===== config.mk =====
export PLATFORM = sky130hd
export DESIGN_NAME = hand_dealer
export DESIGN_NICKNAME = d
export VERILOG_FILES = /design/src/rtl/hand_dealer.sv
export SDC_FILE = /design/constraint.sdc
export NUM_CORES = 1
export LEC_CHECK = 0
export ABC_AREA = 1
export CAP_MARGIN = 0
export CORE_ASPECT_RATIO = 1.1
export CORE_MARGIN = 1
export CORE_UTILIZATION = 47
export CTS_CLUSTER_SIZE = 30
export DETAILED_ROUTE_END_ITERATION = 8
export MAX_ROUTING_LAYER = met4
export PLACE_DENSITY = 0.75
export SYNTH_ARGS = -nofsm -noshare
export SYNTH_HDL_FRONTEND = slang
export SYNTH_SLANG_ARGS = --single-unit

===== constraint.sdc =====
create_clock -name clk -period 2.1 [get_ports clk]
set_input_delay 0.21 -clock clk [delete_from_list [all_inputs] [get_ports clk]]
set_output_delay 0.21 -clock clk [all_outputs]
set_load 0.005 [all_outputs]

===== src/rtl/hand_dealer.sv =====
// ---------------------------------------------------------------------------
// hand_dealer
//
// Game-sequencing stage that sits directly after card_deal. It asks for a
// reshuffle, then pulls cards one at a time and places them as Texas hold'em
// hole cards for NUM_PLAYERS seats and as the five board cards. Game control
// moves the hand forward one phase at a time with `advance`.
//
// Build option: define BURN_CARD_EN to burn one card before the flop, the
// turn and the river. Hole-card dealing is the same in both builds.
//
// Parameters:
//   NUM_PLAYERS     seats dealt hole cards (2..8)
//   TIMEOUT_CYCLES  cycles a request may wait for card_valid (1..255)
//
// Ports:
//   clk          system clock, rising edge
//   rst          asynchronous reset, active low
//   start_hand   pulse: abort whatever is going on, reshuffle, start a new hand
//   advance      pulse: deal the next phase (honoured only in READY)
//   shuffled     card_deal: deck shuffle complete
//   card         card_deal: {suit[1:0], rank[3:0]}
//   card_valid   card_deal: card is valid
//   new_hand     to card_deal: reshuffle request (one cycle)
//   next_card    to card_deal: card request
//   hole_cards   seat p at [12p+11:12p]; hole card 0 low, hole card 1 high
//   board        board card i at [6i+5:6i]; 0..2 flop, 3 turn, 4 river
//   board_valid  bit i set once board card i is loaded
//   phase        0 idle, 1 hole dealt, 2 flop, 3 turn, 4 river/showdown
//   dealing      high while a phase is being dealt
//   deal_done    one-cycle pulse when a phase completes
//   timeout_err  sticky: card_valid never arrived for a request
//   state_dbg    current FSM state encoding
//
// Card handshake with card_deal (valid/ready rules):
//   next_card rises in REQ and stays high until card_valid is sampled high;
//   on that edge the card is captured and next_card drops. The block then
//   waits in RELEASE for card_valid to fall, spends one GAP cycle with
//   next_card low so card_deal can prefetch, and only then may request again.
// ---------------------------------------------------------------------------
module hand_dealer #(
    parameter int NUM_PLAYERS    = 2,
    parameter int TIMEOUT_CYCLES = 255
) (
    input  logic                      clk,
    input  logic                      rst,
    input  logic                      start_hand,
    input  logic                      advance,
    input  logic                      shuffled,
    input  logic [5:0]                card,
    input  logic                      card_valid,
    output logic                      new_hand,
    output logic                      next_card,
    output logic [12*NUM_PLAYERS-1:0] hole_cards,
    output logic [29:0]               board,
    output logic [4:0]                board_valid,
    output logic [2:0]                phase,
    output logic                      dealing,
    output logic                      deal_done,
    output logic                      timeout_err,
    output logic [2:0]                state_dbg
);

`ifdef BURN_CARD_EN
    localparam bit       BURN_EN  = 1'b1;
    localparam bit [2:0] BURN_NUM = 3'd1;
`else
    localparam bit       BURN_EN  = 1'b0;
    localparam bit [2:0] BURN_NUM = 3'd0;
`endif

    localparam logic [7:0] TMO_LAST  = 8'(TIMEOUT_CYCLES - 1);
    localparam logic [4:0] HOLE_QUOTA = 5'(2 * NUM_PLAYERS);

    typedef enum logic [2:0] {
        S_IDLE      = 3'd0,
        S_SHUF_REQ  = 3'd1,
        S_WAIT_SHUF = 3'd2,
        S_READY     = 3'd3,
        S_REQ       = 3'd4,
        S_RELEASE   = 3'd5,
        S_GAP       = 3'd6
    } state_t;

    state_t                    state, state_d;
    logic [4:0]                quota, quota_d;   // cards still to fetch this phase
    logic [4:0]                slot, slot_d;     // cards already fetched this phase
    logic [7:0]                tmo_cnt, tmo_d;
    logic [12*NUM_PLAYERS-1:0] hole_d;
    logic [29:0]               board_d;
    logic [4:0]                bv_d;
    logic [2:0]                phase_d;
    logic                      dealing_d, deal_done_d, err_d;
    logic                      new_hand_d, next_card_d;
    logic [4:0]                phase_quota;
    logic [2:0]                board_base, board_idx;

    assign state_dbg = state;

    // Number of cards to fetch for the phase about to be dealt.
    always_comb begin
        phase_quota = 5'(3'd1 + BURN_NUM);
        case (phase)
            3'd0:    phase_quota = HOLE_QUOTA;
            3'd1:    phase_quota = 5'(3'd3 + BURN_NUM);
            default: phase_quota = 5'(3'd1 + BURN_NUM);
        endcase
    end

    // Board slot targeted by the current card. With burning enabled slot 0
    // of each board phase is the burn card, so the board index is shifted.
    always_comb begin
        board_base = 3'd4;
        case (phase)
            3'd1:    board_base = 3'd0;
            3'd2:    board_base = 3'd3;
            default: board_base = 3'd4;
        endcase
        board_idx = board_base + slot[2:0] - BURN_NUM;
    end

    always_comb begin
        state_d     = state;
        quota_d     = quota;
        slot_d      = slot;
        tmo_d       = 8'd0;
        hole_d      = hole_cards;
        board_d     = board;
        bv_d        = board_valid;
        phase_d     = phase;
        dealing_d   = dealing;
        deal_done_d = 1'b0;
        err_d       = timeout_err;

        if (start_hand) begin
            // Abort from any state: everything about the old hand is dropped.
            state_d   = S_SHUF_REQ;
            quota_d   = 5'd0;
            slot_d    = 5'd0;
            hole_d    = '0;
            board_d   = '0;
            bv_d      = '0;
            phase_d   = 3'd0;
            dealing_d = 1'b0;
            err_d     = 1'b0;
        end else begin
            case (state)
                S_IDLE: ;
                S_SHUF_REQ: state_d = S_WAIT_SHUF;
                S_WAIT_SHUF: if (shuffled) state_d = S_READY;
                S_READY: begin
                    if (advance && (phase < 3'd4)) begin
                        state_d   = S_REQ;
                        dealing_d = 1'b1;
                        quota_d   = phase_quota;
                        slot_d    = 5'd0;
                    end
                end
                S_REQ: begin
                    if (card_valid) begin
                        if (phase == 3'd0) begin
                            // Round-robin: first pass fills hole card 0 of
                            // every seat, second pass fills hole card 1.
                            for (int p = 0; p < NUM_PLAYERS; p++) begin
                                if (slot == 5'(p))
                                    hole_d[12*p +: 6] = card;
                                if (slot == 5'(NUM_PLAYERS + p))
                                    hole_d[12*p+6 +: 6] = card;
                            end
                        end else if (!(BURN_EN && (slot == 5'd0))) begin
                            for (int i = 0; i < 5; i++) begin
                                if (board_idx == 3'(i)) begin
                                    board_d[6*i +: 6] = card;
                                    bv_d[i]           = 1'b1;
                                end
                            end
                        end
                        slot_d  = slot + 5'd1;
                        quota_d = quota - 5'd1;
                        state_d = S_RELEASE;
                    end else if (tmo_cnt == TMO_LAST) begin
                        // Cards captured so far stay; phase is not advanced.
                        err_d     = 1'b1;
                        dealing_d = 1'b0;
                        state_d   = S_IDLE;
                    end else begin
                        tmo_d = tmo_cnt + 8'd1;
                    end
                end
                S_RELEASE: if (!card_valid) state_d = S_GAP;
                S_GAP: begin
                    if (quota != 5'd0) begin
                        state_d = S_REQ;
                    end else begin
                        phase_d     = phase + 3'd1;
                        deal_done_d = 1'b1;
                        dealing_d   = 1'b0;
                        state_d     = S_READY;
                    end
                end
                default: state_d = S_IDLE;
            endcase
        end

        // Handshake outputs follow the registered state one-for-one.
        new_hand_d  = (state_d == S_SHUF_REQ);
        next_card_d = (state_d == S_REQ);
    end

    always_ff @(posedge clk or negedge rst) begin
        if (!rst) begin
            state       <= S_IDLE;
            quota       <= 5'd0;
            slot        <= 5'd0;
            tmo_cnt     <= 8'd0;
            hole_cards  <= '0;
            board       <= '0;
            board_valid <= '0;
            phase       <= 3'd0;
            dealing     <= 1'b0;
            deal_done   <= 1'b0;
            timeout_err <= 1'b0;
            new_hand    <= 1'b0;
            next_card   <= 1'b0;
        end else begin
            state       <= state_d;
            quota       <= quota_d;
            slot        <= slot_d;
            tmo_cnt     <= tmo_d;
            hole_cards  <= hole_d;
            board       <= board_d;
            board_valid <= bv_d;
            phase       <= phase_d;
            dealing     <= dealing_d;
            deal_done   <= deal_done_d;
            timeout_err <= err_d;
            new_hand    <= new_hand_d;
            next_card   <= next_card_d;
        end
    end

endmodule


==> metrics, run 1 <==
total track usage=0.246; routed vias/inst=5.36; 1st-pass router iterations=5; GR Overflow Total=0; Max Root-Sink Buffers=2; total CTS buffers=9; # diodes=0; vias in the first global route=between 3000 and 4000; Clock Sinks=slightly below 90; H-tree depth=3; Hold WS=roughly 0.4 ns; die area=slightly below 10000 sq um; Area Growth Syn to Fin=32.8%; Post-Synth Simple-Gate Area=0.314; most common cell after layout, fill and taps aside=nand2_1; Period Utilization, post-route=1.08; layout cells sized above 1=0.181; fmax=between 400 and 500 MHz; placed cell count=~700; Worst EP arrival=approximately 2.5 ns; DP Area=about 5500 sq um; Crit Path Class=reg2reg; Synth Warn #=0; leak pwr=approximately 2.8 nW; clk_lat worst skew=approximately 0.38 ns; Post-Syn Area=4450 sq um; Finished Cell Area=about 5900 sq um; Worst R2R Setup Slack=-0.17 ns; Finished Core Util=0.656; Max Cap Violations=0; Critical Path RT=2.37 ns; fill count=752; Yosys reg bits=88; CTS root buffer=clkbuf_8; routability cong.=around 0.87; pre-CTS WS=-0.259 ns; Tot Pwr=3.45 mW; IO buf count=81; DRT Wirelength=~11 mm; CTS tree=built; largest net degree at the start of global routing=50; multiplexer share of the synthesized area=0; sequential area share after synthesis=0.495; VDD IR max=just over 300 uV; final worst slack=-0.169 ns; adder-cell share of the synthesized area=0.0410; io pins=between 80 and 90; P per Cell Area=583 nW/um^2; Setup TNS Final=-4.07 ns; Die Y=about 100 microns; Finished Layout Cells=about 730; commonest cells after routing, fill and taps aside=nand2_1 (97), dfrtp_1 (88), nand3_1 (86), clkdlybuf4s50_1 (80), inv_1 (40); post-layout min period=approximately 2.3 ns; core area=9010 sq um; RSZ-0062 raised after global routing=yes; Final Max Tran Viols=0; DRT antenna net count=0; Tightest Pin Transition=between 0.6 and 0.7 ns; Synth Area in XOR/XNOR=0.0177; CP Max Fanout=7; Mapped Avg Cell Area=slightly below 9 sq um; Mapped Nets=between 500 and 600; DR WL/cell=between 15 and 20 microns; worst relative slew slack=0.561; first-pass GRT wire length=about 18 mm; Setup-failing EPs final=35; endpoints failing hold=0; hpwl dp=7.89 mm; clock slew seen by the registers of the worst setup and hold paths=0.09 ns; nets=633; initial drt markers=between 150 and 200; row count=36; CP Launch Type=flop; clock skew=0.0131 ns; Synth Instances=between 500 and 600; Synth cell types=36; compound-cell area share of the yosys netlist=0.0638; Starting Density=0.494; DRC=0; Vias=3892; status=complete, but fails checks; initial antenna violation count=0; failing checks=negative setup slack; Hold WC Path Type=in2async; die width=~95 microns; Crit. End Element=flop; largest family of logic cells by synthesized area=simple AND/OR/NAND/NOR gates
-- logic make-up after synthesis --
| logic type | Yosys count |
|---|---|
| adders and majority gates | 14 |
| DFF | 88 |
| buffers and inverters | 69 |
| xor gates and xnor gates | 9 |
| and+or+nand+nor | 278 |
| AOI/OAI and AO/OA | 49 |
-- Yosys cell counts (all sizes together) --
cell      n  area [sq um]
o21ai    37           200
a31oi     1          6.26
a211oi    1          7.51
or2       2          12.5
nor3      7          45.0
o22ai     1          6.26
fa        1          20.0
nor2     43           263
nand4    10          62.6
a21oi     9          63.8
inv      49           186
nand2   117           505
nand3    99           508
ha       13           163
xor2      7          61.3
xnor2     2          17.5
clkbuf    2          7.51
dfrtp    88          2200
buf      18           113
-- sequential cells by signal (all words and copies together), names as in the netlist --
signal	flops
deal_done	1
new_hand	1
phase	3
board	30
next_card	1
quota	5
dealing	1
board_valid	5
state_dbg	3
slot	5
tmo_cnt	8
hole_cards	24
timeout_err	1
-- power by group --
part           internal [mW]  switching (mW)  leakage (nW)
Sequential              1.72          0.0413          1.22
Combinational          0.165           0.294          1.50
Clock                  0.568           0.660        0.0983
Total                   2.45           0.995          2.82
-- path summary, 6_finish.rpt --
kind	end	cells after the start	startpoint
setup / recovery	board[0]	14	phase[0]
hold / removal	new_hand	2	rst
setup reg to reg	board[0]	14	phase[0]
hold reg to reg	dealing	2	dealing
max in group asynchronous	quota[3]	3	rst
min in group clk	dealing	2	dealing
-- metal layers --
metal / up-vias / routed length [microns] / track usage
met5: - / 0 / -
met4: 0 / 250 / 0.0844
met3: 19 / 552 / 0.0461
met2: 134 / 5720 / 0.382
met1: 1875 / 4940 / 0.321
li1: 1864 / - / -
-- worst max-delay path: stages (launching register included) --
cell	delay [ns]
dfrtp_1	0.40
inv_2	0.10
ha_4	0.15
inv_2	0.04
nor2_4	0.10
ha_4	0.14
inv_2	0.03
fa_2	0.55
inv_2	0.06
nor2_4	0.10
inv_2	0.07
nor2_8	0.15
nand2_4	0.12
nand3_1	0.10
nand2_1	0.06
-- cell type report --
cell class | instances | area (sq um) | area share
well taps | 114 | 143 | 0.0241
inverters | 49 | 186 | 0.0315
clock buffers | 10 | 128 | 0.0216
clock inverters | 6 | 72.6 | 0.0123
multi-input cells | 350 | 2110 | 0.356
flip-flops and latches | 88 | 2200 | 0.372
repair buffers | 109 | 1070 | 0.182
-- timing repair --
item | 4_1_cts | 5_1_grt
pin swaps | 9 | 8
setup buffers | 2 | 4
endpoints found under the hold margin | 47 | 0
endpoints found under the setup margin | 35 | 35
hold buffers | 1 | 0
resized for setup | 19 | 20
cloned | 0 | 1
No activity file was read; power rests on OpenSTA's default activity.
==> run 2: changes to the inputs <==
- ABC_CLOCK_PERIOD_IN_PS: not set -> 2100
- CAP_MARGIN: 0 -> 5
- CORE_UTILIZATION: 47 -> 45
- PLACE_DENSITY: 0.75 -> 0.72
==> metrics, run 2 (synthesis gave the netlist of run 1 again) <==
status=complete, but fails checks; failing checks=negative setup slack; worst relative slew slack=0.553 (-0.00757); placed cell count=707 (+0.71%); 1st-pass router iterations=4 (-1); Crit. End Element=flop; first-pass GRT wire length=19.5 mm (+6.4%); initial antenna violation count=0 (unchanged); CP Launch Type=flop; Vias=3902 (+0.26%); most common cell after layout, fill and taps aside=nand2_1; Largest register FFs=30 (unchanged); clk_lat worst skew=0.37 ns (about the same); Crit Path Class=reg2reg; clock slew seen by the registers of the worst setup and hold paths=0.10 ns (about the same); hpwl dp=7.72 mm (-2.1%); Tightest Pin Transition=0.670 ns (+0.0114 ns); routability cong.=0.914 (+5.3%); DP Area=5470 sq um (+0.11%); VDD IR max=335 uV (+11%); CP Max Fanout=7 (unchanged); vias in the first global route=3983 (+5.5%); Top reg by flops=board; die area=10300 sq um (+4.4%); # diodes=0 (unchanged); Worst R2R Setup Slack=-0.13 ns (+0.04 ns); die width=96.8 microns (+2.2%); Hold WS=0.399 ns (+0.000592 ns); total CTS buffers=9 (unchanged); H-tree depth=3 (unchanged); io pins=82 (unchanged); CTS root buffer=clkbuf_8; DRT antenna net count=0 (unchanged); DR WL/cell=16.2 microns (+2.7%); DRC=0 (unchanged); Max Root-Sink Buffers=2 (unchanged); Finished Cell Area=6030 sq um (+2.0%); Worst EP arrival=2.48 ns (-0.06 ns); post-layout min period=2.23 ns (-0.0367 ns); fmax=448 MHz (+1.6%); Critical Path RT=2.35 ns (-0.02 ns); biggest registers after layout=board (30), hole_cards (24), tmo_cnt (8); core area=9490 sq um (+5.3%); Clock Sinks=88 (unchanged); Period Utilization, post-route=1.06 (-0.0175); Starting Density=0.469 (-0.0251); Finished Core Util=0.636 (-0.0207); leak pwr=2.80 nW (-0.69%); GR Overflow Total=0 (unchanged); DRT Wirelength=11.8 mm (+3.1%); Area Growth Syn to Fin=35.5%; nets=633 (unchanged); Finished Layout Cells=729 (+0.41%); layout cells sized above 1=0.206 (+0.0245); row count=37 (+2.8%); IO buf count=81 (unchanged); commonest cells after routing, fill and taps aside=nand2_1 (99), dfrtp_1 (88), clkdlybuf4s50_1 (80), nand3_1 (69), inv_1 (40); Tot Pwr=3.42 mW (-0.83%); routed vias/inst=5.35 (-0.16%); Setup-failing EPs final=35 (unchanged); clock skew=0.0128 ns (-0.000308 ns); final worst slack=-0.133 ns (+0.0367 ns); Max Cap Violations=0 (unchanged); total track usage=0.245 (-0.00143); Hold WC Path Type=in2async; Final Max Tran Viols=0 (unchanged); largest net degree at the start of global routing=52 (+4.0%); RSZ-0062 raised after global routing=yes; P per Cell Area=567 nW/um^2 (-2.8%); Die Y=106 microns (+2.2%); endpoints failing hold=0 (unchanged); CTS tree=built; initial drt markers=162 (-4.1%)
-- run 2: cell types whose count changed in the layout (fill, tap and decap cells not counted), moves of 2 or more --
cell	previous run	this run
buf_16	0	2
nand3_1	86	69
nand3_4	1	3
nand3_2	12	27
nand2_2	13	11
nand2_1	97	99
inv_6	4	1
-- run 2: per-stage QoR --
| stage | TNS [ns] | setup WS [ns] |
|---|---|---|
| floorplan | -1.92 | -0.0728 |
| global placement | -3.32 | -0.114 |
| detailed placement | -4.46 | -0.161 |
| CTS | -2.59 | -0.0974 |
| global route | -7.18 | -0.238 |
| finish | -2.83 | -0.133 |
-- run 2: critical path, cell delays in order, from the launching register on --
cell,delay (ns)
dfrtp_1,0.39
inv_2,0.08
ha_4,0.14
inv_2,0.04
nor2_4,0.10
ha_4,0.13
inv_2,0.03
fa_2,0.35
xnor2_1,0.15
nand2_1,0.10
nand2_4,0.16
buf_12,0.18
nand2_8,0.08
nand3_1,0.08
nand2_1,0.08
-- run 2: where the power goes --
group / internal [mW] / total, mW / switching, mW
clock: 0.555 / 1.20 / 0.650
sequential: 1.72 / 1.76 / 0.0397
combinational: 0.163 / 0.454 / 0.291
total: 2.44 / 3.42 / 0.981
-- run 2: final cells by class --
cell class,count,area [sq um]
multi-input cells,350,2200
clock inverters,6,67.6
clock buffers,10,128
well taps,117,146
inverters,49,186
repair buffers,109,1100
fillers,770,3460
flip-flops and latches,88,2200
-- run 2: layer usage --
metal | wire, microns | GRT usage | up-vias
met2 | 5860 | 0.391 | 145
met3 | 653 | 0.0434 | 32
met1 | 4930 | 0.299 | 1857
met4 | 380 | 0.126 | 0
li1 | - | - | 1868
met5 | 0 | - | -
-- run 2: worst paths after layout --
check	cells past startpoint	endpoint	from
setup reg to reg	14	board[1]	phase[0]
hold / removal	2	board[23]	rst
max in group asynchronous	3	slot[3]	rst
setup / recovery	14	board[1]	phase[0]
min in group clk	2	quota[0]	quota[0]
hold reg to reg	2	quota[0]	quota[0]
-- run 2: repair_timing --
action                                 4_1_cts  5_1_grt
hold buffers                                 1        0
pin swaps                                    6        6
endpoints found under the hold margin       48        0
setup endpoints to repair                   35       40
resized for setup                           31       27
buffers inserted                             2        1
gates cloned                                 2        0
